## src/rtl/hazard_ctrl.sv

```systemverilog
// ----------------------------------------------------------------------------
// hazard_ctrl : stall/flush/freeze sequencing for the 5-stage RV32I pipeline,
//               with data-memory watchdog and saturating performance counters.
// Revision    : 1.0
// ----------------------------------------------------------------------------
`default_nettype none

module hazard_ctrl #(
  parameter int TIMEOUT = 255,
  parameter int CNT_W   = 16
) (
  input  logic             clk_i,
  input  logic             rst_n_i,
  input  logic [31:0]      if_id_ir_i,
  input  logic [31:0]      id_ex_ir_i,
  input  logic [31:0]      ex_mem_ir_i,
  input  logic             ex_redirect_i,
  input  logic             dmem_ready_i,
  output logic             pc_we_o,
  output logic             if_id_we_o,
  output logic             id_ex_bubble_o,
  output logic             if_id_flush_o,
  output logic             id_ex_flush_o,
  output logic             freeze_o,
  output logic             mem_timeout_o,
  output logic [1:0]       state_o,
  output logic [CNT_W-1:0] stall_cycles_o,
  output logic [CNT_W-1:0] flush_events_o
);

  localparam logic [1:0] ST_RUN      = 2'd0;
  localparam logic [1:0] ST_MEM_WAIT = 2'd1;
  localparam logic [1:0] ST_TIMEOUT  = 2'd2;

  localparam int              WCNT_W    = (TIMEOUT < 1) ? 1 : $clog2(TIMEOUT + 1);
  localparam logic [WCNT_W-1:0] WAIT_MAX = WCNT_W'(TIMEOUT);

  localparam logic [6:0] OP_LOAD   = 7'b0000011;
  localparam logic [6:0] OP_STORE  = 7'b0100011;
  localparam logic [6:0] OP_LUI    = 7'b0110111;
  localparam logic [6:0] OP_AUIPC  = 7'b0010111;
  localparam logic [6:0] OP_JAL    = 7'b1101111;
  localparam logic [6:0] OP_RTYPE  = 7'b0110011;
  localparam logic [6:0] OP_BRANCH = 7'b1100011;

  logic [1:0]        state_q, state_d;
  logic [WCNT_W-1:0] wait_cnt_q, wait_cnt_d;
  logic              mem_timeout_q, mem_timeout_d;
  logic [CNT_W-1:0]  stall_cnt_q, stall_cnt_d;
  logic [CNT_W-1:0]  flush_cnt_q, flush_cnt_d;

  logic [6:0] w_if_op, w_ex_op, w_mem_op;
  logic [4:0] w_if_rs1, w_if_rs2, w_ex_rd;
  logic       w_uses_rs1, w_uses_rs2, w_load_use, w_mem_access, w_mem_hold;
  logic       unused_ir_bits;

  assign w_if_op  = if_id_ir_i[6:0];
  assign w_ex_op  = id_ex_ir_i[6:0];
  assign w_mem_op = ex_mem_ir_i[6:0];
  assign w_if_rs1 = if_id_ir_i[19:15];
  assign w_if_rs2 = if_id_ir_i[24:20];
  assign w_ex_rd  = id_ex_ir_i[11:7];

  assign w_uses_rs1 = (w_if_op != OP_LUI) && (w_if_op != OP_AUIPC) &&
                      (w_if_op != OP_JAL) && (w_if_op != 7'b0000000);
  assign w_uses_rs2 = (w_if_op == OP_RTYPE) || (w_if_op == OP_STORE) ||
                      (w_if_op == OP_BRANCH);

  assign w_load_use = (w_ex_op == OP_LOAD) && (w_ex_rd != 5'd0) &&
                      ((w_uses_rs1 && (w_if_rs1 == w_ex_rd)) ||
                       (w_uses_rs2 && (w_if_rs2 == w_ex_rd)));

  assign w_mem_access = (w_mem_op == OP_LOAD) || (w_mem_op == OP_STORE);

  // In MEM_WAIT the access is already known to be outstanding, so only ready matters.
  assign w_mem_hold = ((state_q == ST_MEM_WAIT) || w_mem_access) && !dmem_ready_i;

  assign unused_ir_bits = ^{if_id_ir_i[31:25], if_id_ir_i[14:7],
                            id_ex_ir_i[31:12], ex_mem_ir_i[31:7]};

  always_comb begin
    pc_we_o        = 1'b1;
    if_id_we_o     = 1'b1;
    id_ex_bubble_o = 1'b0;
    if_id_flush_o  = 1'b0;
    id_ex_flush_o  = 1'b0;
    freeze_o       = 1'b0;
    state_d        = state_q;
    wait_cnt_d     = wait_cnt_q;
    mem_timeout_d  = mem_timeout_q;

    if (!rst_n_i) begin
      pc_we_o       = 1'b0;
      if_id_we_o    = 1'b0;
      if_id_flush_o = 1'b1;
      id_ex_flush_o = 1'b1;
    end else begin
      case (state_q)
        ST_RUN, ST_MEM_WAIT: begin
          if (w_mem_hold) begin
            freeze_o   = 1'b1;
            pc_we_o    = 1'b0;
            if_id_we_o = 1'b0;
            if (state_q == ST_RUN) begin
              state_d    = ST_MEM_WAIT;
              wait_cnt_d = '0;
            end else if (wait_cnt_q == WAIT_MAX) begin
              state_d       = ST_TIMEOUT;
              mem_timeout_d = 1'b1;
            end else begin
              wait_cnt_d = wait_cnt_q + 1'b1;
            end
          end else begin
            state_d = ST_RUN;
            if (ex_redirect_i) begin
              if_id_flush_o = 1'b1;
              id_ex_flush_o = 1'b1;
            end else if (w_load_use) begin
              pc_we_o        = 1'b0;
              if_id_we_o     = 1'b0;
              id_ex_bubble_o = 1'b1;
            end
          end
        end
        ST_TIMEOUT: begin
          freeze_o      = 1'b1;
          pc_we_o       = 1'b0;
          if_id_we_o    = 1'b0;
          mem_timeout_d = 1'b1;
        end
        default: begin
          state_d = ST_RUN;
        end
      endcase
    end
  end

  always_comb begin
    stall_cnt_d = stall_cnt_q;
    flush_cnt_d = flush_cnt_q;
    if ((freeze_o || id_ex_bubble_o) && !(&stall_cnt_q)) begin
      stall_cnt_d = stall_cnt_q + 1'b1;
    end
    if (if_id_flush_o && rst_n_i && !(&flush_cnt_q)) begin
      flush_cnt_d = flush_cnt_q + 1'b1;
    end
  end

  always_ff @(posedge clk_i) begin
    if (!rst_n_i) begin
      state_q       <= ST_RUN;
      wait_cnt_q    <= '0;
      mem_timeout_q <= 1'b0;
      stall_cnt_q   <= '0;
      flush_cnt_q   <= '0;
    end else begin
      state_q       <= state_d;
      wait_cnt_q    <= wait_cnt_d;
      mem_timeout_q <= mem_timeout_d;
      stall_cnt_q   <= stall_cnt_d;
      flush_cnt_q   <= flush_cnt_d;
    end
  end

  assign mem_timeout_o  = mem_timeout_q;
  assign state_o        = state_q;
  assign stall_cycles_o = stall_cnt_q;
  assign flush_events_o = flush_cnt_q;

endmodule

`default_nettype wire

```

## config.mk

```make
export PLATFORM = sky130hd
export DESIGN_NAME = hazard_ctrl
export DESIGN_NICKNAME = d
export VERILOG_FILES = /design/src/rtl/hazard_ctrl.sv
export SDC_FILE = /design/constraint.sdc
export NUM_CORES = 1
export LEC_CHECK = 0
export CORE_MARGIN = 3
export CORE_UTILIZATION = 57
export DETAILED_ROUTE_END_ITERATION = 16
export DONT_BUFFER_PORTS = 1
export PLACE_DENSITY = 0.76
export SLEW_MARGIN = 20
export SYNTH_ARGS = -nofsm -noshare
export SYNTH_HDL_FRONTEND = slang
export SYNTH_SLANG_ARGS = --single-unit
```

## constraint.sdc

```tcl
create_clock -name clk_i -period 3 [get_ports clk_i]
set_clock_uncertainty 0.05 [all_clocks]
set_input_delay 0.75 -clock clk_i [delete_from_list [all_inputs] [get_ports clk_i]]
set_output_delay 0.75 -clock clk_i [all_outputs]
set_load 0.01 [all_outputs]
```

==> metrics.md, run 1 <==
| Metric | Value |
|---|---|
| Tot GR Track Use | a little over a fifth |
| Adder-cell area share of the yosys netlist | 1.46% |
| Clock Power Share | between 30 and 40% |
| Setup slack after layout | -0.164 ns |
| Fmax | 0.316 GHz |
| Detailed Place HPWL | roughly 4400 um |
| Sw Ratio | approximately 23% |
| Die area | around 5300 um^2 |
| Root Driver | clkbuf_8 |
| Width of the die | between 70 and 80 um |
| Sequential-to-total area share from yosys stat | between 30% and 40% |
| Total of max-cap violations | 0 |
| YS warnings | 0 |
| Post-synthesis instance total | ~300 |
| # setup viols final | 2 |
| Clk_lat worst skew | 0.30 ns |
| Die boundary height | between 70 and 80 um |
| Clk sinks | 43 |
| CTS Hold Bufs | 0 |
| Reg clk slew, reported paths | 0.08 ns |
| RSZ-0062 raised after global routing | yes |
| Worst slack, placed | -0.165 ns |
| Final Slew Violations | 0 |
| Critical path required time | around 2.2 ns |
| H-Tree Depth | 2 |
| Worst-Margin Slew | 0.762 ns |
| Number of iterations in the first detailed-routing pass | 4 |
| Simple-Gate Fraction of Synth Area | 32.1% |
| Worst path arrival time | 2.36 ns |
| Int Pwr | 0.781 mW |
| Antenna violations before repair | 0 |
| Predominant post-synthesis flop cell | dfxtp_1 |
| Worst setup EP type | output port |
| Async set-reset flop share out of synthesis | 0% |
| Count leader, synth | dfxtp_1 |
| Synth top area share | between 30% and 40% |
| Power Dens Cells | ~370 nW/um^2 |
| Failing checks | setup timing |
| Largest family of logic cells by synthesized area | simple AND/OR/NAND/NOR gates |
| Area contributors post-synth | dfxtp_1, mux2i_1, xnor2_1, nand2_1, nor2_1 |
| Peak supply drop | around 0.26 mV |
| EDFF count, synth | 0 |
| Vias per cell | 6.34 |
| CP startpoint kind | input pin |
| Post-synthesis mux area share | under 10% |
| Post-synthesis compound-gate area fraction | between 10 and 15% |
| Drt initial violations | approximately 150 |
| Placed instance area | approximately 2700 um^2 |
| Flop pwr share | about 57% |
| Fin. Hold Viols | 0 |
| Syn_area_per_cell | 8.78 um^2 |
| N_diodes | 0 |
| Synth Area in XOR/XNOR | a little under a tenth |
| Largest net degree at the start of global routing | 39 |
| Final #Nets | ~400 |
| Worst min path class | reg -> reg |
| DRC | 0 |
| Rel. slew slack | 48.4% |
| Leak | a little under 1 nW |
| Top cells by count, synth | dfxtp_1, nand2_1, nor2_1, mux2i_1, xnor2_1 |
| Fraction of layout cells with a size suffix above 1 | a little under an eighth |
| CTS Buffer Depth | 2 |
| WS Path Type | in -> out |
| Post-Syn Area | around 2600 um^2 |
| Row count | 23 |
| Global-route wire length before repair | 9070 um |
| Core area | 4170 um^2 |
| Routed wire length | a little under 6000 um |
| CTS Buf Count | 5 |
| Drt wl/cell | about 16 um |
| Layout area overhead | 8.10% |
| Synth area leader | dfxtp_1 |
| Outcome | complete, but fails checks |
| Design Area, Final | 2770 um^2 |
| GR Overflow Total | 0 |
| Library cells used by synthesis | 52 |
| # IOs | roughly 140 |
| Via count | 2224 |
| Comb power frac | under 10% |
| Starting Density | between 60% and 70% |
| PortBufs | 0 |
| Yosys reg bits | 43 |
| Crit Path Max Fanout | 4 |
| Vias in the first global route | around 2000 |
| Period utilization | 105% |
| Post-route minimum period | approximately 3.2 ns |
| CTS tree | done |
| Final Wtd Congestion | 0.819 |
| ANT nets after route | 0 |
| Synth Net Count | roughly 400 |
| Net Sw Power | 0.234 mW |
## cell type report
class	instances	area [um^2]
multi-input combinational	232	1650
fill	364	1400
sequential	43	861
clock buffer	6	82.6
timing repair buffer	11	82.6
tap	50	62.6
inverter	8	30.0
clock inverter	1	5.00
## registers in the layout, summed over array words and instances, names as in the netlist
register and flops:
flush_events_o 16, mem_timeout_o 1, stall_cycles_o 16, state_o 2
wait_cnt_q 8
## cell usage in the layout, fill, tap and decap left out, types with 3 or more instances in the layout
master,count
clkbuf_8,6
nor4_1,4
a21oi_1,3
nor4b_1,3
nand2_1,37
nand4_1,11
a211oi_1,7
o311ai_1,3
dfxtp_1,43
o2111a_1,3
and3_1,10
nor3_1,6
a31oi_1,3
mux2i_1,18
nor4_4,3
o21ai_0,5
xnor2_1,17
nand2b_1,7
inv_1,7
ha_1,3
nor2_1,26
xor2_1,10
buf_4,11
nand3_1,16
## cells by family (layout without fill, tap and decap cells)
group / count (synthesis) / after routing
compound gates: 39 / 39
flops: 43 / 43
buf+inv: 17 / 26
xor+xnor: 27 / 27
simple gates: 145 / 145
fa+ha+maj: 3 / 3
mux: 18 / 18
## power groups by stage
| stage | Clock [mW] | Combinational [mW] | Sequential (mW) |
|---|---|---|---|
| finish | 0.378 | 0.0575 | 0.580 |
| floorplan | 0 | 0.0529 | 0.592 |
| global route | 0.411 | 0.0632 | 0.580 |
| global placement | 0 | 0.0551 | 0.593 |
| detailed placement | 0 | 0.0566 | 0.593 |
| CTS | 0.388 | 0.0575 | 0.579 |
## worst paths after layout
check / startpoint / to / slack [ns] / depth (start not counted)
max: id_ex_ir_i[8] / if_id_we_o / -0.16 / 7
min: wait_cnt_q[7]$_SDFFE_PN0P_ / wait_cnt_q[7]$_SDFFE_PN0P_ / 0.46 / 2
max reg2reg: state_o[0]$_SDFFE_PN0P_ / stall_cycles_o[3]$_SDFFE_PN0P_ / 0.81 / 8
min reg2reg: wait_cnt_q[7]$_SDFFE_PN0P_ / wait_cnt_q[7]$_SDFFE_PN0P_ / 0.46 / 2
## metrics by stage
| stage | utilization [%] | hold slack (ns) | cells | total power [mW] | TNS (ns) |
|---|---|---|---|---|---|
| final | 66.4 | 0.460 | 351 | 1.01 | -0.320 |
| after global routing | 66.4 | 0.469 | 351 | 1.05 | -0.457 |
| after CTS | 66.2 | 0.458 | 351 | 1.03 | -0.310 |
| after detailed placement | 63.8 | 0.443 | 343 | 0.650 | -0.322 |
| after global placement | 63.8 | 0.426 | 343 | 0.648 | -0.337 |
| after floorplan | - | 0.408 | 292 | 0.644 | -0.0540 |
## repair_timing
item,CTS,global route
pin swaps,0,0
resized for setup,1,2
cloned,0,0
endpoints found under the setup margin,2,2
hold endpoints to repair,0,0
buffers inserted,1,0
## critical path: stages
cell	delay, ns
or4_4	0.51
o211a_4	0.25
and2_4	0.15
a22oi_2	0.19
nand2_1	0.10
a21oi_2	0.23
buf_4	0.17
## per-layer routing
metal	GRT usage [%]	vias to the layer above	wire, um	share of wire (%)
met5	0	-	0	0
met4	6.35	0	62	1.1
met3	7.30	8	579	10
met2	33.8	89	2660	46
met1	28.3	1042	2470	43
li1	-	1085	-	-
Power figures use the tool's default switching activity.
==> run 2, diff against run 1 <==
--- a/config.mk
+++ b/config.mk
@@ -9,6 +9,7 @@
 export CORE_UTILIZATION = 57
 export DETAILED_ROUTE_END_ITERATION = 16
 export DONT_BUFFER_PORTS = 1
+export MAX_ROUTING_LAYER = met4
 export PLACE_DENSITY = 0.76
 export SLEW_MARGIN = 20
 export SYNTH_ARGS = -nofsm -noshare
==> run 2 against run 1 <==
The run still ends with setup timing left. Register-to-register slack about the same. Count of clock-buffer cells in the layout unchanged. First-iteration DRC count decreased by 10%. Critical path depth unchanged. Maximum frequency increased by 0.37%. Combinational power about the same.
==> metrics.md, run 2 (same netlist as run 1, synthesis figures left out) <==
| Metric | Value |
|---|---|
| Vias per cell | between 6 and 7 |
| Antenna violations before repair | 0 |
| Int Pwr | about 0.78 mW |
| Fmax | between 0.3 and 0.4 GHz |
| Number of fill cells | between 300 and 400 |
| Number of iterations in the first detailed-routing pass | 4 |
| Min Hold Slack | 0.459 ns |
| Most frequent cells in the layout | dfxtp_1, nand2_1, nor2_1 |
| Crit-path leading delay family | simple AND/OR/NAND/NOR gates |
| GR Overflow Total | 0 |
| Commonest non-fill, non-tap cell in the layout | dfxtp_1 |
| Drt wl/cell | roughly 16 um |
| RSZ-0062 raised after global routing | yes |
| Setup slack after layout | -0.152 ns |
| Worst setup EP type | output port |
| Period utilization | 105% |
| Worst min path class | reg -> reg |
| Core area | ~4200 um^2 |
| Leak | about 0.99 nW |
| CTS Buffer Depth | 2 |
| Worst path arrival time | around 2.4 ns |
| Clock Power Share | between 30% and 40% |
| Outcome | complete, but fails checks |
| Reg clk slew, reported paths | 0.08 ns |
| Routed wire length | 5750 um |
| Total of max-cap violations | 0 |
| Drt initial violations | approximately 130 |
| Peak supply drop | 0.257 mV |
| Final Slew Violations | 0 |
| WS Path Type | in -> out |
| Comb power frac | about 5.6% |
| Fraction of layout cells with a size suffix above 1 | around an eighth |
| Critical path buffers and inverters | 1 |
| Row count | 23 |
| CP startpoint kind | input pin |
| Global-route wire length before repair | just over 9000 um |
| Layout area overhead | 8.10% |
| Clk sinks | 43 |
| DRC | 0 |
| CTS tree | done |
| Flop pwr share | 57.1% |
| CTS Buf Count | 5 |
| CP max-delay cell | or4_4 |
| CTS Hold Bufs | 0 |
| Die area | around 5300 um^2 |
| Placed instance area | 2660 um^2 |
| Root Driver | clkbuf_8 |
| N_diodes | 0 |
| Flop2flop setup slack | ~0.8 ns |
| Largest net degree at the start of global routing | 39 |
| Design Area, Final | roughly 2800 um^2 |
| Worst-Margin Slew | ~0.76 ns |
| Crit Path Max Fanout | 4 |
| Critical Path Max Stage Delay | about 0.5 ns |
| Die boundary height | 73.1 um |
| Worst slack, placed | -0.165 ns |
| Net Sw Power | approximately 0.23 mW |
| Starting Density | 61.4% |
| Via count | approximately 2200 |
| Placed cells | ~340 |
| Clk_lat worst skew | about 0.30 ns |
| Final Wtd Congestion | 0.831 |
| Fin. Hold Viols | 0 |
| Rel. slew slack | 48.4% |
| Post-route insts no fill | between 300 and 400 |
| ANT nets after route | 0 |
| # setup viols final | 2 |
| Post-route minimum period | about 3.2 ns |
| Width of the die | between 70 and 80 um |
| Setup TNS | -0.299 ns |
| Fin util | 66.4% |
| Crit path cell chain | or4_4 > o211a_4 > and2_4 > a22oi_2 > nand2_1 > a21oi_2 > buf_4 |
| Critical path required time | about 2.2 ns |
| PortBufs | 0 |
| # IOs | around 140 |
| Tot GR Track Use | 22.2% |
| Sw Ratio | a little under a quarter |
| Vias in the first global route | around 2000 |
| Detailed Place HPWL | 4350 um |
| Failing checks | setup timing |
| Power Dens Cells | 366 nW/um^2 |
| Final #Nets | 404 |
| Final Power | 1.01 mW |
| H-Tree Depth | 2 |
[run 2: cell counts in the layout (fill, tap and decap cells not counted)]
No cell type changed its count.
[run 2: power groups by stage]
stage / Combinational, mW / Sequential, mW / Clock (mW)
3_5_place_dp: 0.0566 / 0.593 / 0
5_1_grt: 0.0631 / 0.580 / 0.411
4_1_cts: 0.0575 / 0.579 / 0.388
6_report: 0.0572 / 0.580 / 0.378
2_1_floorplan: 0.0529 / 0.592 / 0
3_3_place_gp: 0.0551 / 0.593 / 0
[run 2: worst reg2reg max path, stage by stage, from the launching register on]
cell	delay (ns)
dfxtp_1	0.33
nor2b_1	0.43
a211oi_4	0.08
buf_4	0.19
nand3b_1	0.17
buf_4	0.19
nor2_1	0.26
o2111a_1	0.26
mux2i_1	0.17
[run 2: what timing repair did]
item	4_1_cts	5_1_grt
endpoints found under the setup margin	2	2
resized for setup	1	2
endpoints found under the hold margin	0	0
buffers inserted	1	0
[run 2: layer usage]
metal  vias to the layer above  track usage, %  part of all wire, %
met5                         -               -                    0
met4                         0            6.35                  1.1
met3                         8            7.16                  9.4
met2                        80            33.8                   46
met1                      1023            28.3                   43
li1                       1086               -                    -
[run 2: final cells by class]
type	count	area, um^2	area share (%)
Inverter	8	30.0	1.08
Tap cell	50	62.6	2.26
Multi-Input combinational cell	232	1650	59.5
Clock inverter	1	5.00	0.181
Timing Repair Buffer	11	82.6	2.98
Sequential cell	43	861	31.1
Clock buffer	6	82.6	2.98
[run 2: path summary, 6_finish.rpt]
check,startpoint,end,cells after the start
max reg2reg,state_o[0]$_SDFFE_PN0P_,stall_cycles_o[3]$_SDFFE_PN0P_,8
max,id_ex_ir_i[8],if_id_we_o,7
min reg2reg,wait_cnt_q[7]$_SDFFE_PN0P_,wait_cnt_q[7]$_SDFFE_PN0P_,2
min,wait_cnt_q[7]$_SDFFE_PN0P_,wait_cnt_q[7]$_SDFFE_PN0P_,2
==> run 3, diff against run 2 <==
--- a/config.mk
+++ b/config.mk
@@ -10,8 +10,9 @@
 export DETAILED_ROUTE_END_ITERATION = 16
 export DONT_BUFFER_PORTS = 1
 export MAX_ROUTING_LAYER = met4
-export PLACE_DENSITY = 0.76
+export PLACE_DENSITY_LB_ADDON = 0.08
 export SLEW_MARGIN = 20
 export SYNTH_ARGS = -nofsm -noshare
 export SYNTH_HDL_FRONTEND = slang
 export SYNTH_SLANG_ARGS = --single-unit
+export TNS_END_PERCENT = 5
==> run 3 against run 2 <==
The flow still finishes with violations (setup timing). Count of clock-buffer cells in the layout stayed put. Maximum frequency is 2.9% higher. Global-route usage is 1.1 points lower. Largest cell class unchanged. Sequential power hardly changed. Critical path type unchanged. Clock power is 12% lower. Wire length is 4.8% lower. Sequential share of layout area is 0.38 points higher.
==> metrics.md, run 3 (same netlist as run 1, synthesis figures left out) <==
| Metric | Value |
|---|---|
| Worst path arrival time | roughly 2.3 ns |
| CTS Buf Count | 5 |
| Clock Power Share | between 30% and 40% |
| Worst-Margin Slew | ~0.82 ns |
| Net Sw Power | ~0.21 mW |
| Post-route minimum period | 3.06 ns |
| Critical Path Max Stage Delay | approximately 0.50 ns |
| Worst setup EP type | output port |
| Number of iterations in the first detailed-routing pass | 4 |
| RSZ-0062 raised after global routing | yes |
| Final Slew Violations | 0 |
| DRC | 0 |
| Starting Density | between 60 and 70% |
| Fmax | approximately 0.33 GHz |
| Comb power frac | under 10% |
| # setup viols final | 2 |
| CP startpoint kind | input pin |
| Leak | 0.978 nW |
| Row count | 23 |
| Tot GR Track Use | approximately a fifth |
| Detailed Place HPWL | roughly 4100 um |
| Fin. Hold Viols | 0 |
| Layout area overhead | 6.78% |
| Period utilization | 102% |
| Final Wtd Congestion | 0.770 |
| PortBufs | 0 |
| Power Dens Cells | 354 nW/um^2 |
| Root Driver | clkbuf_8 |
| CTS Buffer Depth | 2 |
| Critical path required time | approximately 2.2 ns |
| Outcome | complete, but fails checks |
| N_diodes | 0 |
| CTS tree | done |
| Commonest non-fill, non-tap cell in the layout | dfxtp_1 |
| Drt initial violations | 110 |
| Vias per cell | between 6 and 7 |
| Die area | around 5300 um^2 |
| GR Overflow Total | 0 |
| Drt wl/cell | 15.7 um |
| Core area | between 4000 and 5000 um^2 |
| Clk sinks | 43 |
| Via count | 2145 |
| Final #Nets | approximately 400 |
| Reg clk slew, reported paths | 0.07 ns |
| Crit Path Max Fanout | 3 |
| Most frequent cells in the layout | dfxtp_1, nand2_1, nor2_1 |
| Final Power | between 0.9 and 1 mW |
| Crit-path leading delay family | compound AO/OA/AOI/OAI gates |
| CP most frequent cell | buf_6 |
| Number of fill cells | between 300 and 400 |
| Flop pwr share | around three fifths |
| Setup slack after layout | -0.0630 ns |
| Critical path buffers and inverters | 2 |
| Clk_lat worst skew | approximately 0.29 ns |
| Crit path cell chain | or4_1 > o211a_1 > buf_6 > a22oi_2 > nand2_1 > a21oi_2 > buf_6 |
| Die boundary height | 73.1 um |
| Worst slack, placed | -0.0204 ns |
| H-Tree Depth | 2 |
| Peak supply drop | approximately 0.24 mV |
| Largest net degree at the start of global routing | 39 |
| Antenna violations before repair | 0 |
| Routed wire length | about 5500 um |
| Vias in the first global route | about 1900 |
| # IOs | between 100 and 150 |
| Int Pwr | approximately 0.76 mW |
| Total of max-cap violations | 0 |
| CP max-delay cell | or4_1 |
| Fraction of layout cells with a size suffix above 1 | roughly 10% |
| ANT nets after route | 0 |
| WS Path Type | in -> out |
| Global-route wire length before repair | roughly 8700 um |
| Width of the die | 73.1 um |
| Rel. slew slack | between 40% and 50% |
| Sw Ratio | between 20% and 30% |
| Worst min path class | reg -> reg |
| Failing checks | setup timing |
run 3: cell types whose count changed in the layout (fill, tap and decap cells not counted), sizes merged:
cell,delta
buf,-2
clkinv,-1
run 3: power by group through the flow:
stage	clock (mW)	sequential, mW	combinational, mW
after floorplan	0	0.592	0.0529
after global placement	0	0.593	0.0543
after detailed placement	0	0.593	0.0553
after CTS	0.345	0.579	0.0564
after global routing	0.373	0.580	0.0629
final	0.334	0.580	0.0558
run 3: layout make-up:
type | instances | area (um^2) | share of cell area [%]
multi-input combinational | 232 | 1640 | 59.8
sequential | 43 | 861 | 31.4
timing repair buffer | 9 | 75.1 | 2.74
clock buffer | 6 | 72.6 | 2.65
tap | 50 | 62.6 | 2.29
inverter | 8 | 30.0 | 1.10
run 3: worst min-delay path: cells and delay by family (launching register included):
kind	cells	cell delay, ns
AOI/OAI and AO/OA	2	0.14
DFF	1	0.32
run 3: layer usage:
metal / part of all wire (%) / vias up / routed length (um) / GRT usage (%)
met5: 0 / - / 0 / -
met4: 0.79 / 0 / 43 / 4.30
met3: 9.6 / 6 / 525 / 7.16
met2: 45 / 76 / 2450 / 31.8
met1: 45 / 987 / 2460 / 27.7
li1: - / 1076 / - / -
run 3: what timing repair did:
action                     in CTS  in global routing
setup buffers                   2                  1
setup endpoints to repair       2                  2
cloned                          0                  0
pin swaps                       2                  4
gates resized for setup         1                  2
hold buffers                    0                  0
run 3: path summary, 6_finish.rpt:
path	to	slack, ns	cells after the start	from
worst max-delay path	pc_we_o	-0.06	7	id_ex_ir_i[11]
worst max register to register	stall_cycles_o[3]$_SDFFE_PN0P_	0.65	7	state_o[0]$_SDFFE_PN0P_
worst min-delay path	wait_cnt_q[7]$_SDFFE_PN0P_	0.45	2	wait_cnt_q[7]$_SDFFE_PN0P_
worst min register to register	wait_cnt_q[7]$_SDFFE_PN0P_	0.45	2	wait_cnt_q[7]$_SDFFE_PN0P_
run 3: metrics by stage:
stage	hold slack (ns)	utilization, %	cell area [um^2]	setup TNS, ns	instances
2_1_floorplan	0.408	-	2570	-0.0540	292
3_3_place_gp	0.425	63.1	2630	-0.0282	339
3_5_place_dp	0.441	63.1	2630	-0.0407	339
4_1_cts	0.449	65.3	2720	-0.0715	347
5_1_grt	0.469	65.6	2740	-0.245	348
6_report	0.453	65.6	2740	-0.126	348
